### config.mk
export PLATFORM = sky130hd
export DESIGN_NAME = input_conditioner
export DESIGN_NICKNAME = d
export VERILOG_FILES = /design/src/rtl/input_conditioner.sv
export SDC_FILE = /design/constraint.sdc
export NUM_CORES = 1
export LEC_CHECK = 0
export CAP_MARGIN = 20
export CORE_ASPECT_RATIO = 1.2
export CORE_MARGIN = 10
export CORE_UTILIZATION = 55
export CTS_BUF_LIST = sky130_fd_sc_hd__clkbuf_4 sky130_fd_sc_hd__clkbuf_8
export DETAILED_ROUTE_END_ITERATION = 10
export GPL_TIMING_DRIVEN = 0
export PLACE_DENSITY = 0.74
export SETUP_SLACK_MARGIN = 0.4
export SLEW_MARGIN = 0
export SYNTH_ARGS = -nofsm -noshare
export SYNTH_HDL_FRONTEND = slang
export SYNTH_SLANG_ARGS = --single-unit
### constraint.sdc
create_clock -name clk -period 2.9 [get_ports clk]
set_clock_uncertainty 0.05 [all_clocks]
set_input_delay 0.29 -clock clk [delete_from_list [all_inputs] [get_ports clk]]
set_output_delay 0.29 -clock clk [all_outputs]
set_load 0.05 [all_outputs]
### src/rtl/input_conditioner.sv
// rtl/input_conditioner.sv - synchronise, debounce and edge-detect user pins with a coalescing change event
module input_conditioner #(
    parameter int WIDTH           = 8,
    parameter int SYNC_STAGES     = 2,
    parameter int DEBOUNCE_CYCLES = 48000
) (
    input  logic             clk,
    input  logic             rstn_i,
    input  logic [WIDTH-1:0] inputs_i,
    output logic [WIDTH-1:0] inputs_o,
    output logic [WIDTH-1:0] rise_o,
    output logic [WIDTH-1:0] fall_o,
    output logic             evt_valid_o,
    input  logic             evt_ready_i,
    output logic [WIDTH-1:0] evt_data_o,
    output logic             evt_overrun_o
);

    localparam int            CW       = $clog2(DEBOUNCE_CYCLES + 1);
    localparam logic [CW-1:0] CNT_LAST = CW'(DEBOUNCE_CYCLES - 1);

    logic [WIDTH-1:0] sync_q [SYNC_STAGES];
    logic [CW-1:0]    cnt_q  [WIDTH];
    logic [WIDTH-1:0] s;
    logic [WIDTH-1:0] upd;
    logic [WIDTH-1:0] next_lvl;
    logic             chg;

    assign s = sync_q[SYNC_STAGES-1];

    // Plain flop chain per bit; nothing may sit between the stages.
    always_ff @(posedge clk or negedge rstn_i) begin
        if (!rstn_i) begin
            for (int i = 0; i < SYNC_STAGES; i++) begin
                sync_q[i] <= '0;
            end
        end else begin
            sync_q[0] <= inputs_i;
            for (int i = 1; i < SYNC_STAGES; i++) begin
                sync_q[i] <= sync_q[i-1];
            end
        end
    end

    // A bit flips when its counter has already seen DEBOUNCE_CYCLES-1 differing cycles and this one differs too.
    always_comb begin
        upd = '0;
        for (int i = 0; i < WIDTH; i++) begin
            upd[i] = (s[i] != inputs_o[i]) && (cnt_q[i] == CNT_LAST);
        end
        next_lvl = inputs_o ^ upd;
        chg      = |upd;
    end

    // Per-bit run counter of consecutive cycles where the synced pin disagrees with the stable level.
    always_ff @(posedge clk or negedge rstn_i) begin
        if (!rstn_i) begin
            for (int i = 0; i < WIDTH; i++) begin
                cnt_q[i] <= '0;
            end
        end else begin
            for (int i = 0; i < WIDTH; i++) begin
                if (s[i] == inputs_o[i] || cnt_q[i] == CNT_LAST) begin
                    cnt_q[i] <= '0;
                end else begin
                    cnt_q[i] <= cnt_q[i] + CW'(1);
                end
            end
        end
    end

    // Stable levels and their edge pulses, all registered together so they line up in the same cycle.
    always_ff @(posedge clk or negedge rstn_i) begin
        if (!rstn_i) begin
            inputs_o <= '0;
            rise_o   <= '0;
            fall_o   <= '0;
        end else begin
            inputs_o <= next_lvl;
            rise_o   <= upd & next_lvl;
            fall_o   <= upd & ~next_lvl;
        end
    end

    // Single-entry event slot: a new change overwrites an unaccepted one and flags the overrun.
    always_ff @(posedge clk or negedge rstn_i) begin
        if (!rstn_i) begin
            evt_valid_o   <= 1'b0;
            evt_data_o    <= '0;
            evt_overrun_o <= 1'b0;
        end else if (chg) begin
            evt_valid_o   <= 1'b1;
            evt_data_o    <= next_lvl;
            evt_overrun_o <= evt_valid_o & ~evt_ready_i;
        end else if (evt_valid_o && evt_ready_i) begin
            evt_valid_o   <= 1'b0;
        end
    end

endmodule

# Yosys cells after proc, flatten, opt, wreduce, memory -nomap -nowiden
# Index checks and enable logic that the tools add are counted.
[classes] n_addsub=8 n_eq_ne=24 n_mux=10 bitwise_logic=6 n_reduce_logical=19
[ops] op="16-bit by 1-bit adder with 16-bit output, second input constant" count=8
[ops] op="16-bit == test, second input constant" count=8
[ops] op="16-bit 2-to-1 mux" count=8
[ops] op="8-bit bitwise AND" count=2
[ops] op="1-bit logical AND" count=9
[ops] op="1-bit == test" count=8
[ops] op="1-bit logical OR" count=8
[ops] op="1-bit inequality test" count=8
[ops] op="8-bit NOT" count=1
[ops] op="8-bit OR reduction" count=1
[ops] op="8-bit bitwise XOR" count=1
[ops] op="1-bit 2-to-1 mux" count=2
[ops] op="2-bit nonzero test" count=1
[ops] op="1-bit bitwise AND" count=1
[ops] op="1-bit NOT" count=1
[totals] regBits=178 elab_cells=83

# Depth between registers and ports, before layout
[depth] word_depth=5 ltp_mapped=9

# Least setup slack after synthesis
# Ideal clock, no wire load.
[synth_timing] path_type="reg-to-reg" from="reg cnt_q[103] (netlist bit)" to="reg evt_data_o[0]" setup_ns=0.125 arrival_time_ns=2.336 setup_slack_ns=0.390 stages_incl_launch_ff=9 synth_period_minus_slack_ns=2.510 cell_sequence="dfrtp_1 > or4b_1 > or4_1 > buf_2 > o22ai_1 > a211o_1 > a2111o_1 > buf_6 > mux2_2"
[synth_between] elab_chain_len=3
[synth_rtl] item="start: declaration" line_no="23" text="logic [CW-1:0] cnt_q [WIDTH];"
[synth_rtl] item="start signal: indexed assignment" line_no="66" text="cnt_q[i] <= cnt_q[i] + CW'(1);"
[synth_rtl] item="16-bit == test" line_no="49" text="upd[i] = (s[i] != inputs_o[i]) && (cnt_q[i] == CNT_LAST);"
[synth_rtl] item="1-bit logical AND" line_no="49"
[synth_rtl] item="8-bit OR reduction" line_no="52" text="chg = |upd;"
[synth_rtl] item="end signal: assignment" line_no="93" text="evt_data_o <= next_lvl;"
[synth_rtl] item="end: declaration" line_no="15" text="output logic [WIDTH-1:0] evt_data_o,"
# No other way between the ends.
# A chain may end at the register's enable or synchronous reset.

# Worst setup path in the final report
[layout_timing] from="reg cnt_q[103] (netlist bit)" to="reg evt_data_o[1]"
[layout_between] elab_chain_len=3
[layout_rtl] item="16-bit == test (*)" line_no="49"
[layout_rtl] item="1-bit logical AND (*)" line_no="49"
[layout_rtl] item="8-bit OR reduction or 8-bit bitwise XOR (tied branches)" line_no="52, 51"
# Mark *: on every way between the ends. The rest lies on a longest branch, timed or not.

==> run metrics <==
status finished clean; Placed Area 0.00840 mm²; maximum root-to-sink buffer count 2; capture point of the worst path evt_data_o[1]; layout cells sized above 1 10.2%; startpoint types register; vias in the first global route 5490; Worst Slack Setup Final 263 ps; simple-gate portion of the synthesized area 23.0%; worst min path class in -> reg; Reg clk slew, reported paths 90 ps; switching share of power 24.4%; TritonCTS buffer count 17; Synth Area in Compound Gates 2.37%; Syn Nets 739; Post-synth ARST share 100%; Chip Height 150 µm; setup_tns 0 ps; Post-Synth XOR/XNOR Area 11.9%; row cnt 47; Final Hold Vio Count 0; CP endpoint kind register; Reg2Reg Setup Slack 260 ps; initial antenna violation count 0; CTS tree yes; f_max 379 MHz; switching power 1.06 mW; post-route cell area 0.00899 mm²; Synth Warn # 0; EDFF count, synth 0; Mapped Area 0.00771 mm²; area of the die 0.0192 mm²; die width 128 µm; Worst slew margin 58.8%; final setup fails 0; Req. time, crit path 3200 ps; WP data arrival 2930 ps; r2r startpoint cnt_q[103]; max cap viols 0; top-area cell type share of the netlist area 57.8%; core area 0.0138 mm²; RSZ-0062 raised after global routing yes; largest family of logic cells by synthesized area simple AND/OR/NAND/NOR gates; Worst Path Max Fanout 5; most area-consuming cells after synthesis dfrtp_1 (58%), xor2_1 (7.8%), nor2_1 (6.1%), xnor2_1 (4.1%), nand3_1 (3.6%); sequential area share after synthesis 57.8%; fin nets 816; dpl ws 53.6 ps; Tmin final 2640 ps; Gate power share 3.9%; area delta synth->final 16.6%; post-synthesis mux area share 2.34%; Reg power frac 58.7%; initial core utilization 56.0%; P_leak 3.95 nW; global route overflow 0; P_int 3.29 mW; ant diodes 0; PortBufs 44; Least-Margin Pin Slew 617 ps; io pins 45; DRT Pass-1 Iters 4; GRT Util Overall 16.4%; Seq cells post-synth 178; Post-synth top flop dfrtp_1; largest net degree at the start of global routing 126; critical path type reg -> reg; post-route clock period utilization 90.9%; pwr dens 485 mW/mm²; R2R depth 8; Post-route DRC 0; first-pass GRT wire length 25700 µm; Detail Placement HPWL 10100 µm; Avg Vias per Cell 5.43; routed length per instance 15.1 µm; R2R Path End evt_data_o[1]; Clock Power Share 37.3%; post-route ant nets 0; initial DRC count 266; worst-skew pair later-pin latency 470 ps; Cells after Synth 720; total number of vias 5324; Setup crit start cnt_q[103]; Sink Count 178; max-slew violations 0; adder-cell share of the synthesized area 1.30%; Mean Syn Cell Area 10.7 µm²; root buffer cell clkbuf_8; gpl congestion 0.819; H-tree depth 4; final WL 14900 µm; total power 4.36 mW; worst vdd ir 0.414 mV; area leader, netlist dfrtp_1; Yosys cell types 42
[Yosys cell counts, types with 2 or more instances]
| cell | number |
|---|---|
| ha_1 | 8 |
| nand4_1 | 24 |
| o21ai_0 | 15 |
| nor3_1 | 12 |
| and4_1 | 5 |
| nand3_1 | 56 |
| nand2b_1 | 4 |
| dfrtp_1 | 178 |
| a21oi_1 | 15 |
| nor2_1 | 125 |
| mux2_2 | 16 |
| or4_1 | 3 |
| nor3b_1 | 15 |
| and3_1 | 17 |
| xor2_1 | 69 |
| o22ai_1 | 2 |
| and3b_1 | 2 |
| nand2_1 | 50 |
| or3_1 | 15 |
| inv_1 | 15 |
| nor4_1 | 2 |
| xnor2_1 | 36 |
| and2_1 | 8 |
| nor4b_1 | 2 |
| and3_2 | 2 |
| clkbuf_1 | 8 |
[cell usage in the layout (no fill, tap or decap), types with 17 or more instances in the layout]
cell type        netlist  final
and3_1                17     17
clkbuf_8               0     18
clkdlybuf4s50_1        0     43
dfrtp_1              178    176
nand2_1               50     50
nand3_1               56     56
nand4_1               24     24
nor2_1               125    125
xnor2_1               36     36
xor2_1                69     69
[sequential cells by signal (all words and copies together), names as in the netlist]
name	cells
cnt_q	128
evt_data_o	8
evt_overrun_o	1
evt_valid_o	1
fall_o	8
inputs_o	8
rise_o	8
s	8
sync_q	8
[cell type report]
class	instances	area [µm²]
Fill cell	1058	4770
Sequential cell	178	4460
Multi-Input combinational cell	517	3230
Timing Repair Buffer	58	591
Clock buffer	18	248
Tap cell	171	214
Clock inverter	14	131
Buffer	10	61.3
Inverter	15	56.3
[cells by family after synthesis]
kind of cell,after synthesis
buffers and inverters,25
muxes,16
and+or+nand+nor,354
DFF,178
adders and majority gates,8
xor gates and xnor gates,105
AOI/OAI and AO/OA,34
[how the worst min path moves through the flow]
stage                     cells past startpoint         from          to  slack, ps
after floorplan                               0       rstn_i    cnt_q[0]        -60
after CTS                                     1  inputs_i[2]  sync_q[10]        180
after global placement                        0   sync_q[10]        s[2]        280
after detailed placement                      1       rstn_i  cnt_q[125]        180
final                                         1  inputs_i[2]  sync_q[10]        210
after global routing                          1  inputs_i[2]  sync_q[10]        180
[power by group through the flow]
stage          Combinational [mW]  Clock (mW)  Sequential [mW]
2_1_floorplan              0.0728           0             2.60
3_3_place_gp                0.149           0             2.61
3_5_place_dp                0.161           0             2.61
4_1_cts                     0.172        1.67             2.56
5_1_grt                     0.200        1.76             2.57
6_report                    0.172        1.63             2.56
[per-stage QoR]
stage	hold WS [ps]	utilization, %	instances
CTS	178	65.1	977
global placement	282	60.8	935
finish	208	65.3	981
floorplan	-55.6	-	720
detailed placement	183	61.0	936
global route	179	65.3	981
[timing repair]
action,CTS,global route
setup buffers,7,4
pin swaps,6,3
setup endpoints to repair,20,30
hold endpoints to repair,53,0
cloned,1,0
gates resized for setup,19,8
hold buffers,1,0
[per-layer routing]
| metal | part of all wire (%) | up-vias | global-route usage [%] |
|---|---|---|---|
| met5 | 0 | - | 0 |
| li1 | - | 2594 | - |
| met4 | 1.8 | 0 | 6.60 |
| met3 | 4.4 | 22 | 4.60 |
| met1 | 44 | 2624 | 20.2 |
| met2 | 50 | 84 | 26.6 |
[worst max-delay path, stage by stage (launching register included)]
cell	delay [ps]
dfrtp_1	400
or4b_1	520
or4_4	430
buf_6	140
o22ai_4	160
a211o_1	150
a2111o_1	200
buf_8	160
mux2_2	330
No activity file was read; power rests on OpenSTA's default activity.
